==> src/rtl/simon_pkg.sv <==
// Shared definitions for the SIMON byte-stream controller: data_rdy codes,
// controller FSM states and default block/key sizes.
package simon_pkg;

    localparam int SIMON_BLOCK_BITS = 32;
    localparam int SIMON_KEY_BITS   = 64;

    // Encoding of simon_module data_rdy
    typedef enum logic [1:0] {
        RDY_IDLE = 2'd0,
        RDY_PT   = 2'd1,
        RDY_KEY  = 2'd2,
        RDY_RUN  = 2'd3
    } rdy_e;

    // Controller FSM states
    typedef enum logic [2:0] {
        IDLE,
        COLLECT,
        LOAD_PT,
        LOAD_KEY,
        RUN,
        CAPTURE,
        EMIT
    } state_e;

endpackage

==> src/rtl/simon_byte_serdes.sv <==
// BLOCK_BITS shift register with parallel byte write, indexed byte read and a
// 1-bit serial path. Shifting is towards bit 0: the serial output presents the
// LSB first, and serial input enters at the MSB so that after BLOCK_BITS
// shifts the first bit received sits in bit 0.
module simon_byte_serdes
    import simon_pkg::*;
#(
    parameter int BLOCK_BITS = SIMON_BLOCK_BITS,
    parameter int IDX_W      = 3
) (
    input  logic             clk,
    input  logic             reset,
    input  logic             i_clear,
    input  logic             i_load_en,
    input  logic [IDX_W-1:0] i_load_idx,
    input  logic [7:0]       i_load_byte,
    input  logic             i_shift_en,
    input  logic             i_ser_in,
    output logic             o_ser_out,
    output logic             o_ser_next,
    input  logic [IDX_W-1:0] i_rd_idx,
    output logic [7:0]       o_rd_byte
);

    localparam int NBYTES = BLOCK_BITS / 8;

    logic [BLOCK_BITS-1:0] r_data;

    // Clear has priority over a byte write, which has priority over a shift
    // NOTE: sequential state uses non-blocking assignments so every register samples pre-edge values.
    always_ff @(posedge clk or negedge reset) begin
        if (!reset) begin
            r_data <= '0;
        end else if (i_clear) begin
            r_data <= '0;
        end else if (i_load_en) begin
            for (int k = 0; k < NBYTES; k++) begin
                if (i_load_idx == IDX_W'(k)) begin
                    r_data[8*k +: 8] <= i_load_byte;
                end
            end
        end else if (i_shift_en) begin
            r_data <= {i_ser_in, r_data[BLOCK_BITS-1:1]};
        end
    end

    // Current serial bit and the one after it (lets the caller register a
    // look-ahead copy of the stream)
    assign o_ser_out  = r_data[0];
    assign o_ser_next = r_data[1];

    // Indexed byte read
    // NOTE: every output of a combinational block gets a default first, otherwise a latch is inferred.
    always_comb begin
        o_rd_byte = 8'h00;
        for (int k = 0; k < NBYTES; k++) begin
            if (i_rd_idx == IDX_W'(k)) begin
                o_rd_byte = r_data[8*k +: 8];
            end
        end
    end

endmodule

==> src/rtl/simon_stream_ctrl.sv <==
// Host byte-stream front end for simon_module: gathers a plaintext block from
// host bytes, serialises it (then a zero key phase) into simon_module, waits
// for the bit-serial ciphertext and returns it to the host byte by byte.
module simon_stream_ctrl
    import simon_pkg::*;
#(
    parameter int BLOCK_BITS  = SIMON_BLOCK_BITS,
    parameter int KEY_BITS    = SIMON_KEY_BITS,
    parameter int RUN_TIMEOUT = 4095
) (
    input  logic       clk,
    input  logic       reset,
    input  logic [7:0] byte_in,
    input  logic       byte_in_valid,
    output logic       byte_in_ready,
    output logic [7:0] byte_out,
    output logic       byte_out_valid,
    input  logic       byte_out_ready,
    output logic       busy,
    output logic       err,
    output logic       sim_data,
    output logic [1:0] sim_data_rdy,
    input  logic       sim_cipher,
    input  logic       sim_valid
);

    localparam int NBYTES     = BLOCK_BITS / 8;
    localparam int BYTE_CNT_W = $clog2(NBYTES) + 1;
    localparam int BIT_CNT_W  = $clog2(KEY_BITS) + 1;
    localparam int TO_CNT_W   = $clog2(RUN_TIMEOUT) + 1;

    localparam logic [BYTE_CNT_W-1:0] BYTE_LAST = BYTE_CNT_W'(NBYTES - 1);
    localparam logic [BIT_CNT_W-1:0]  PT_LAST   = BIT_CNT_W'(BLOCK_BITS - 1);
    localparam logic [BIT_CNT_W-1:0]  KEY_LAST  = BIT_CNT_W'(KEY_BITS - 1);
    // Bit 0 of the ciphertext is taken on the RUN->CAPTURE edge, so CAPTURE
    // itself sees BLOCK_BITS-1 more bits.
    localparam logic [BIT_CNT_W-1:0]  CAP_LAST  = BIT_CNT_W'(BLOCK_BITS - 2);
    localparam logic [TO_CNT_W-1:0]   TO_LAST   = TO_CNT_W'(RUN_TIMEOUT - 1);
    localparam logic [TO_CNT_W-1:0]   TO_MAX    = '1;

    state_e                r_state;
    rdy_e                  r_sim_data_rdy;
    logic                  r_sim_data;
    logic                  r_byte_in_ready;
    logic                  r_byte_out_valid;
    logic                  r_err;
    logic [BYTE_CNT_W-1:0] r_byte_cnt;
    logic [BIT_CNT_W-1:0]  r_bit_cnt;
    logic [TO_CNT_W-1:0]   r_to_cnt;

    logic       w_in_xfer;
    logic       w_out_xfer;
    logic       w_shift_en;
    logic       w_ser_in;
    logic       w_clear;
    logic       w_ser_out;
    logic       w_ser_next;
    logic [7:0] w_rd_byte;

    assign w_in_xfer  = byte_in_valid & r_byte_in_ready;
    assign w_out_xfer = r_byte_out_valid & byte_out_ready;

    // Plaintext shifts out (zero-filling) in LOAD_PT; ciphertext shifts in
    // whenever simon_module flags a valid bit in RUN or CAPTURE.
    assign w_shift_en = (r_state == LOAD_PT)
                      | (((r_state == RUN) | (r_state == CAPTURE)) & sim_valid);
    assign w_ser_in   = (r_state == LOAD_PT) ? 1'b0 : sim_cipher;
    // Discard a short burst, and leave the register empty after the last byte
    assign w_clear    = ((r_state == CAPTURE) & ~sim_valid)
                      | ((r_state == EMIT) & w_out_xfer & (r_byte_cnt == BYTE_LAST));

    simon_byte_serdes #(
        .BLOCK_BITS (BLOCK_BITS),
        .IDX_W      (BYTE_CNT_W)
    ) u_serdes (
        .clk         (clk),
        .reset       (reset),
        .i_clear     (w_clear),
        .i_load_en   (w_in_xfer),
        .i_load_idx  (r_byte_cnt),
        .i_load_byte (byte_in),
        .i_shift_en  (w_shift_en),
        .i_ser_in    (w_ser_in),
        .o_ser_out   (w_ser_out),
        .o_ser_next  (w_ser_next),
        .i_rd_idx    (r_byte_cnt),
        .o_rd_byte   (w_rd_byte)
    );

    // Controller FSM with registered handshake and simon_module outputs
    always_ff @(posedge clk or negedge reset) begin
        if (!reset) begin
            r_state          <= IDLE;
            r_sim_data_rdy   <= RDY_IDLE;
            r_sim_data       <= 1'b0;
            r_byte_in_ready  <= 1'b0;
            r_byte_out_valid <= 1'b0;
            r_err            <= 1'b0;
            r_byte_cnt       <= '0;
            r_bit_cnt        <= '0;
            r_to_cnt         <= '0;
        end else begin
            r_err <= 1'b0;
            case (r_state)
                IDLE, COLLECT: begin
                    r_byte_in_ready <= 1'b1;
                    if (w_in_xfer) begin
                        if (r_byte_cnt == BYTE_LAST) begin
                            r_state         <= LOAD_PT;
                            r_byte_in_ready <= 1'b0;
                            r_byte_cnt      <= '0;
                            r_bit_cnt       <= '0;
                            r_sim_data_rdy  <= RDY_PT;
                            // Bit 0 lives in byte 0, which is only in the
                            // register already if this is not byte 0.
                            r_sim_data      <= (r_byte_cnt == '0) ? byte_in[0] : w_ser_out;
                        end else begin
                            r_state    <= COLLECT;
                            r_byte_cnt <= r_byte_cnt + 1'b1;
                        end
                    end
                end

                LOAD_PT: begin
                    r_bit_cnt  <= r_bit_cnt + 1'b1;
                    r_sim_data <= w_ser_next;
                    if (r_bit_cnt == PT_LAST) begin
                        r_state        <= LOAD_KEY;
                        r_bit_cnt      <= '0;
                        r_sim_data_rdy <= RDY_KEY;
                        r_sim_data     <= 1'b0;
                    end
                end

                LOAD_KEY: begin
                    r_bit_cnt <= r_bit_cnt + 1'b1;
                    if (r_bit_cnt == KEY_LAST) begin
                        r_state        <= RUN;
                        r_bit_cnt      <= '0;
                        r_to_cnt       <= '0;
                        r_sim_data_rdy <= RDY_RUN;
                    end
                end

                RUN: begin
                    if (r_to_cnt != TO_MAX) begin
                        r_to_cnt <= r_to_cnt + 1'b1;
                    end
                    if (sim_valid) begin
                        r_state   <= CAPTURE;
                        r_bit_cnt <= '0;
                    end else if (r_to_cnt == TO_LAST) begin
                        r_state         <= IDLE;
                        r_err           <= 1'b1;
                        r_sim_data_rdy  <= RDY_IDLE;
                        r_byte_in_ready <= 1'b1;
                    end
                end

                CAPTURE: begin
                    if (!sim_valid) begin
                        r_state         <= IDLE;
                        r_err           <= 1'b1;
                        r_sim_data_rdy  <= RDY_IDLE;
                        r_bit_cnt       <= '0;
                        r_byte_in_ready <= 1'b1;
                    end else begin
                        r_bit_cnt <= r_bit_cnt + 1'b1;
                        if (r_bit_cnt == CAP_LAST) begin
                            r_state          <= EMIT;
                            r_bit_cnt        <= '0;
                            r_byte_cnt       <= '0;
                            r_sim_data_rdy   <= RDY_IDLE;
                            r_byte_out_valid <= 1'b1;
                        end
                    end
                end

                EMIT: begin
                    if (w_out_xfer) begin
                        if (r_byte_cnt == BYTE_LAST) begin
                            r_state          <= IDLE;
                            r_byte_out_valid <= 1'b0;
                            r_byte_cnt       <= '0;
                            r_byte_in_ready  <= 1'b1;
                        end else begin
                            r_byte_cnt <= r_byte_cnt + 1'b1;
                        end
                    end
                end

                default: begin
                    r_state <= IDLE;
                end
            endcase
        end
    end

    // The byte index only advances on a transfer, so byte_out is stable while
    // the host stalls; it reads as zero whenever nothing is offered.
    assign byte_out       = r_byte_out_valid ? w_rd_byte : 8'h00;
    assign byte_out_valid = r_byte_out_valid;
    assign byte_in_ready  = r_byte_in_ready;
    assign busy           = (r_state != IDLE);
    assign err            = r_err;
    assign sim_data       = r_sim_data;
    assign sim_data_rdy   = r_sim_data_rdy;

endmodule
==> config.mk <==
export PLATFORM = sky130hd
export DESIGN_NAME = simon_stream_ctrl
export DESIGN_NICKNAME = d
export VERILOG_FILES = /design/src/rtl/simon_pkg.sv /design/src/rtl/simon_byte_serdes.sv /design/src/rtl/simon_stream_ctrl.sv
export SDC_FILE = /design/constraint.sdc
export NUM_CORES = 1
export LEC_CHECK = 0
export BUFFER_PORTS_ARGS = -buffer_cell sky130_fd_sc_hd__buf_2
export CORE_MARGIN = 2
export CORE_UTILIZATION = 35
export CTS_CLUSTER_DIAMETER = 150
export DETAILED_ROUTE_END_ITERATION = 8
export GPL_ROUTABILITY_DRIVEN = 0
export PLACE_DENSITY = 0.53
export RECOVER_POWER = 50
export SLEW_MARGIN = 40
export SYNTH_ARGS = -nofsm -noshare
export SYNTH_HDL_FRONTEND = slang
export SYNTH_SLANG_ARGS = --single-unit
==> constraint.sdc <==
create_clock -name clk -period 6.3 [get_ports clk]
set_clock_uncertainty 0.05 [all_clocks]
set_input_delay 1.26 -clock clk [delete_from_list [all_inputs] [get_ports clk]]
set_output_delay 1.26 -clock clk [all_outputs]
set_load 0.05 [all_outputs]
Word-level counts from Yosys, hierarchy flattened
Index checks and enable logic that the tools add are counted.
{"block": "op_classes", "reduce_logical": 23, "bitwise_logic": 10, "n_mux": 72, "addsub": 3, "eq_ne": 33}
{"operator": "32-bit 2-to-1 mux", "n": 3}
{"operator": "8-bit 2-to-1 mux", "n": 9}
{"operator": "7-bit 2-to-1 mux", "n": 7}
{"operator": "3-bit 2-to-1 mux", "n": 14}
{"operator": "7-bit one-hot mux with 5 select lines", "n": 1}
{"operator": "13-bit 2-to-1 mux", "n": 2}
{"operator": "13-bit one-hot mux with 2 select lines", "n": 1}
{"operator": "1-bit 2-to-1 mux", "n": 19}
{"operator": "2-bit 2-to-1 mux", "n": 9}
{"operator": "3-bit by 2-bit inequality test with 1-bit output, second input constant", "n": 6}
{"operator": "3-bit one-hot mux with 6 select lines", "n": 1}
{"operator": "7-bit by 5-bit == test with 1-bit output, second input constant", "n": 2}
{"operator": "2-bit inequality test, second input constant", "n": 7}
{"operator": "13-bit by 1-bit adder with 13-bit output, second input constant", "n": 1}
{"operator": "13-bit by 12-bit == test with 1-bit output, second input constant", "n": 1}
{"operator": "13-bit inequality test, second input constant", "n": 1}
{"operator": "3-bit by 2-bit == test with 1-bit output, second input constant", "n": 4}
{"operator": "2-bit by 1-bit inequality test with 1-bit output, second input constant", "n": 6}
{"operator": "2-bit one-hot mux with 5 select lines", "n": 1}
{"operator": "5-bit AND reduction", "n": 2}
{"operator": "3-bit == test, second input constant", "n": 3}
{"operator": "3-bit one-hot mux with 3 select lines", "n": 1}
{"operator": "3-bit nonzero test", "n": 3}
{"operator": "2-bit AND reduction", "n": 4}
{"operator": "other kinds (19)", "n": 33}
{"block": "word_totals", "ff_bits": 64, "out_inout_bits": 15, "in_bits": 14, "elab_cells": 154}

Logic depth before layout (Yosys ltp)
{"block": "depth", "ltp_word": 7, "mapped_depth": 9, "mapped_depth_nobuf": 7}

Cells and area by module
Synthesis repeated with hierarchy kept, for this count alone.
{"block": "hier_totals", "cells_unflattened": 412, "area_unflattened_um2": 4081.4}
{"module": "simon_stream_ctrl", "cells_per_inst": 240, "seq_area_each_um2": 800.8, "area_each_um2": 2125.8, "instances": 1}
{"module": "simon_byte_serdes", "cells_per_inst": 172, "seq_area_each_um2": 800.8, "area_each_um2": 1955.6, "instances": 1}

Least setup slack after synthesis
OpenSTA, ideal clock, no wires.
{"block": "synth_path", "path_type": "flip-flop to output port", "from": "register r_byte_cnt[1]", "to": "output port byte_out[0]", "arrival_ps": 2059, "stages_incl_launch_ff": 10, "n_path_buf": 2, "t_required_ps": 4990, "path_slack_ps": 2931, "path_cell_list": "dfrtp_1 -> inv_1 -> ha_1 -> clkbuf_1 -> nor2b_1 -> clkbuf_1 -> a221oi_1 -> nor3_1 -> a21oi_1 -> nor2_1"}
{"block": "synth_between", "elab_chain_len": 6, "word_cells_on_any_way": 9, "cone_classes": "eq/ne (3); mux (5); reduce/logical (1)"}
{"item": "from (decl)", "line_no": "simon_stream_ctrl.sv:47", "rtl": "logic [BYTE_CNT_W-1:0] r_byte_cnt;"}
{"item": "from (signal assigned)", "line_no": "simon_stream_ctrl.sv:119", "rtl": "r_byte_cnt <= r_byte_cnt + 1'b1;"}
{"item": "from (signal assigned)", "line_no": "simon_stream_ctrl.sv:187", "rtl": "r_byte_cnt <= r_byte_cnt + 1'b1;"}
{"item": "3-bit zero test", "line_no": "simon_byte_serdes.sv:57", "rtl": "if (i_rd_idx == IDX_W'(k)) begin"}
{"item": "8-bit 2-to-1 mux (3 in series)", "line_no": "simon_byte_serdes.sv:57"}
{"item": "8-bit 2-to-1 mux *", "line_no": "simon_byte_serdes.sv:57"}
{"item": "8-bit 2-to-1 mux *", "line_no": "simon_stream_ctrl.sv:201", "rtl": "assign byte_out = r_byte_out_valid ? w_rd_byte : 8'h00;"}
{"item": "to (decl)", "line_no": "simon_stream_ctrl.sv:16", "rtl": "output logic [7:0] byte_out,"}
Mark *: on every way between the ends. The rest lies on a longest branch, timed or not.

==> results by group <==
Outcome
  – Status: complete, but fails checks
  – Failing checks: max-capacitance violations, max-slew violations

Clock tree
  – Clock Tree Root: clkbuf_16
  – Worst skew pair latency: between 0.3 and 0.4 ns
  – H-tree depth: 3
  – CTS tree: yes
  – Hold buffers post-CTS: 0
  – CTS Buf Count: 9
  – Post-CTS Setup Bufs: 0
  – Clk slew on worst S/H paths: 0.06 ns
  – Clk buf depth: 2
  – Clock sink total: 64
  – PostCTS Resize Cnt: 0

Routing
  – Via/cell ratio: ~5.6
  – DRT Pass-1 Iters: 4
  – DRC: 0
  – WL final: 10320 um
  – Via count: between 3k and 4k
  – Post-DRT Antenna Nets: 0
  – WL/cell: around 17 um
  – Detailed Route Iter0 Violations: between 200 and 300

Timing
  – Max Fclk: approximately 230 MHz
  – Slew margin rel.: -138.7%
  – Final setup vio count: 0
  – Unrepaired setup endpoints after global routing: false
  – Worst slew pin tran: ~3.6 ns
  – Hold Vio Cnt, Final: 0
  – Tcrit/Tclk final: slightly below 70%
  – Final setup TNS: 0 ns
  – Final setup margin: about 2.0 ns
  – Min Tclk post-route: about 4.3 ns
  – Slew Viols, Final: between 60 and 70

Min path
  – Hold_sp: sim_data_rdy[1]
  – Hold path cells: 1
  – Hold endpoint: sim_data_rdy[1]
  – Min-delay worst type: reg2reg

Logic synthesis
  – Syn nets: about 460
  – Largest family of logic cells by synthesized area: compound AO/OA/AOI/OAI gates
  – Adder-Cell Fraction of Synth Area: under 10%
  – Avg Synthesized Cell Area: about 9.2 um^2
  – Number of synthesized flops with an enable pin: 0
  – Cells after Synth: 442
  – Synth Flop Type: dfrtp_1
  – Async S/R FF share, synth: between 90% and 100%
  – XOR/XNOR Fraction of Synth Area: under 10%
  – Yosys cell types: between 60 and 70
  – Simple-gate share of the synthesized area: a little under a quarter
  – Post-synthesis sequential area ratio: ~40%
  – Compound-Gate Fraction of Synth Area: ~24%
  – Synth Warn #: 0
  – Synth Cell Area: 4045 um^2
  – Yosys reg bits: 64
  – Mux contribution to synthesized area: between 4 and 5%

Die
  – Initial Util: 35.58%
  – Die Wd: 111.5 um
  – Core Rows: 39
  – Top Ports: 29
  – Die height: roughly 110 um
  – Die ar.: approximately 12000 um^2
  – Core Area: around 11000 um^2

Global routing
  – First-pass GRT wire length: roughly 17000 um
  – GRT overflow: 0
  – Largest net degree at the start of global routing: 65
  – Antenna violations before repair: 0
  – Vias in the first global route: about 3.3k
  – Global-route usage over all layers: 17.37%

Cells and area
  – ANT cells: 0
  – Most frequent cells in the layout: dfrtp_1 (64), nor2_1 (60), a21oi_1 (50)
  – Most common cell after layout, fill and taps aside: dfrtp_1
  – Final core occ: around 40%
  – Ratio of cells with drive above 1 in the final layout: between 10% and 20%
  – P&R area growth vs syn: 11.94%
  – Fin nets: between 400 and 500

Setup path
  – Slowest-stage cell, CP: clkbuf_1
  – Worst EP arrival: approximately 3.9 ns
  – Reg-to-reg endpoint: u_serdes.r_data[28]
  – Family with the most delay on the worst path: buffers and inverters
  – Crit path buffers/inverters: 2
  – CP max stage delay: 2.49 ns
  – Max FO, Critical Path: 64
  – Critical path cell sequence: buf_2, clkbuf_1
  – Worst Setup Start Kind: input pin
  – Worst Setup End Kind: asynchronous set/reset pin
  – R2r startpoint: r_byte_cnt[0]
  – R2R Setup Slk: between 3 and 4 ns
  – Critical Path RT: ~5.9 ns
  – Crit Path Class: in2async
  – Worst r2r path cells: 7

Run
  – Max_cap viols: 1

Power and ir drop
  – Total power: between 2 and 3 mW
  – Pwr Density: 555.7 nW/um^2
  – Worst VDD drop: between 0.2 and 0.3 mV
  – Leak: 1.903 nW

Place
  – Port Buf Inserts: 28
  – Post-detail-place hpwl: between 6000 and 7000 um
  – Dpl ws: 2.840 ns
final cells by class:
type,count,area [um^2]
clock buffers,14,284.0
clock inverters,2,35.03
fillers,1119,6842
inverters,11,41.29
multi-input cells,337,2228
flip-flops and latches,64,1602
well taps,143,178.9
repair buffers,31,158.9
kinds of logic after synthesis:
| group | Yosys count |
|---|---|
| flops | 64 |
| xor+xnor | 7 |
| fa+ha+maj | 8 |
| simple gates | 170 |
| mux | 15 |
| buf+inv | 41 |
| compound gates | 137 |
Yosys cell counts (5+ instances only):
cell type,instances,area [um^2]
a211oi_1,18,135.1
a211oi_2,6,75.07
a21oi_1,50,250.2
a221oi_1,8,70.07
a31oi_1,8,50.05
and3_1,9,56.30
buf_2,12,60.06
buf_6,5,56.30
clkbuf_1,10,37.54
dfrtp_1,64,1602
ha_1,8,100.1
inv_1,11,41.29
mux2_2,7,78.83
nand2_1,15,56.30
nand2b_1,9,56.30
nand3_1,11,55.05
nand4_1,10,62.56
nor2_1,60,225.2
nor2b_1,13,81.33
nor3_1,15,75.07
o21ai_0,16,80.08
o22ai_1,5,31.28
xnor2_1,5,43.79
sequential cells by signal (all words and copies together), names as in the netlist:
signal / flops
r_bit_cnt: 7
u_serdes.r_data: 32
byte_in_ready: 1
sim_data: 1
r_state: 3
r_byte_cnt: 3
byte_out_valid: 1
sim_data_rdy: 2
r_to_cnt: 13
err: 1
per-layer routing:
layer | GRT usage [%] | wire length [um]
met5 | 0 | 0
met4 | 6.255 | 163
met3 | 3.702 | 525
met2 | 25.45 | 4549
met1 | 25.36 | 5080
worst max-delay path by stage:
stage	depth (start not counted)	from	endpoint	slack (ns)
final	2	reset	byte_out_valid	1.99
after global routing	2	reset	byte_out_valid	1.22
after CTS	8	r_byte_cnt[1]	byte_out[0]	2.50
after detailed placement	8	r_byte_cnt[1]	byte_out[0]	2.84
after global placement	8	r_byte_cnt[1]	byte_out[2]	2.97
after floorplan	9	r_byte_cnt[1]	byte_out[0]	2.93
report_power, final:
group / leakage (nW) / internal, mW / total (mW) / switching (mW)
Combinational: 0.957 / 0.436 / 1.22 / 0.784
Clock: 0.159 / 0.349 / 0.537 / 0.188
Sequential: 0.787 / 0.570 / 0.760 / 0.190
Total: 1.90 / 1.35 / 2.52 / 1.16
through the flow:
| step | instance area [um^2] | hold slack, ns | cells |
|---|---|---|---|
| finish | 4528 | 0.4387 | 602 |
| global route | 4528 | 0.4671 | 602 |
| CTS | 4544 | 0.4455 | 602 |
| detailed placement | 4225 | 0.4327 | 586 |
| global placement | 4222 | 0.4196 | 586 |
| floorplan | 4045 | 0.4305 | 442 |
(Power assumes the default switching activity.)
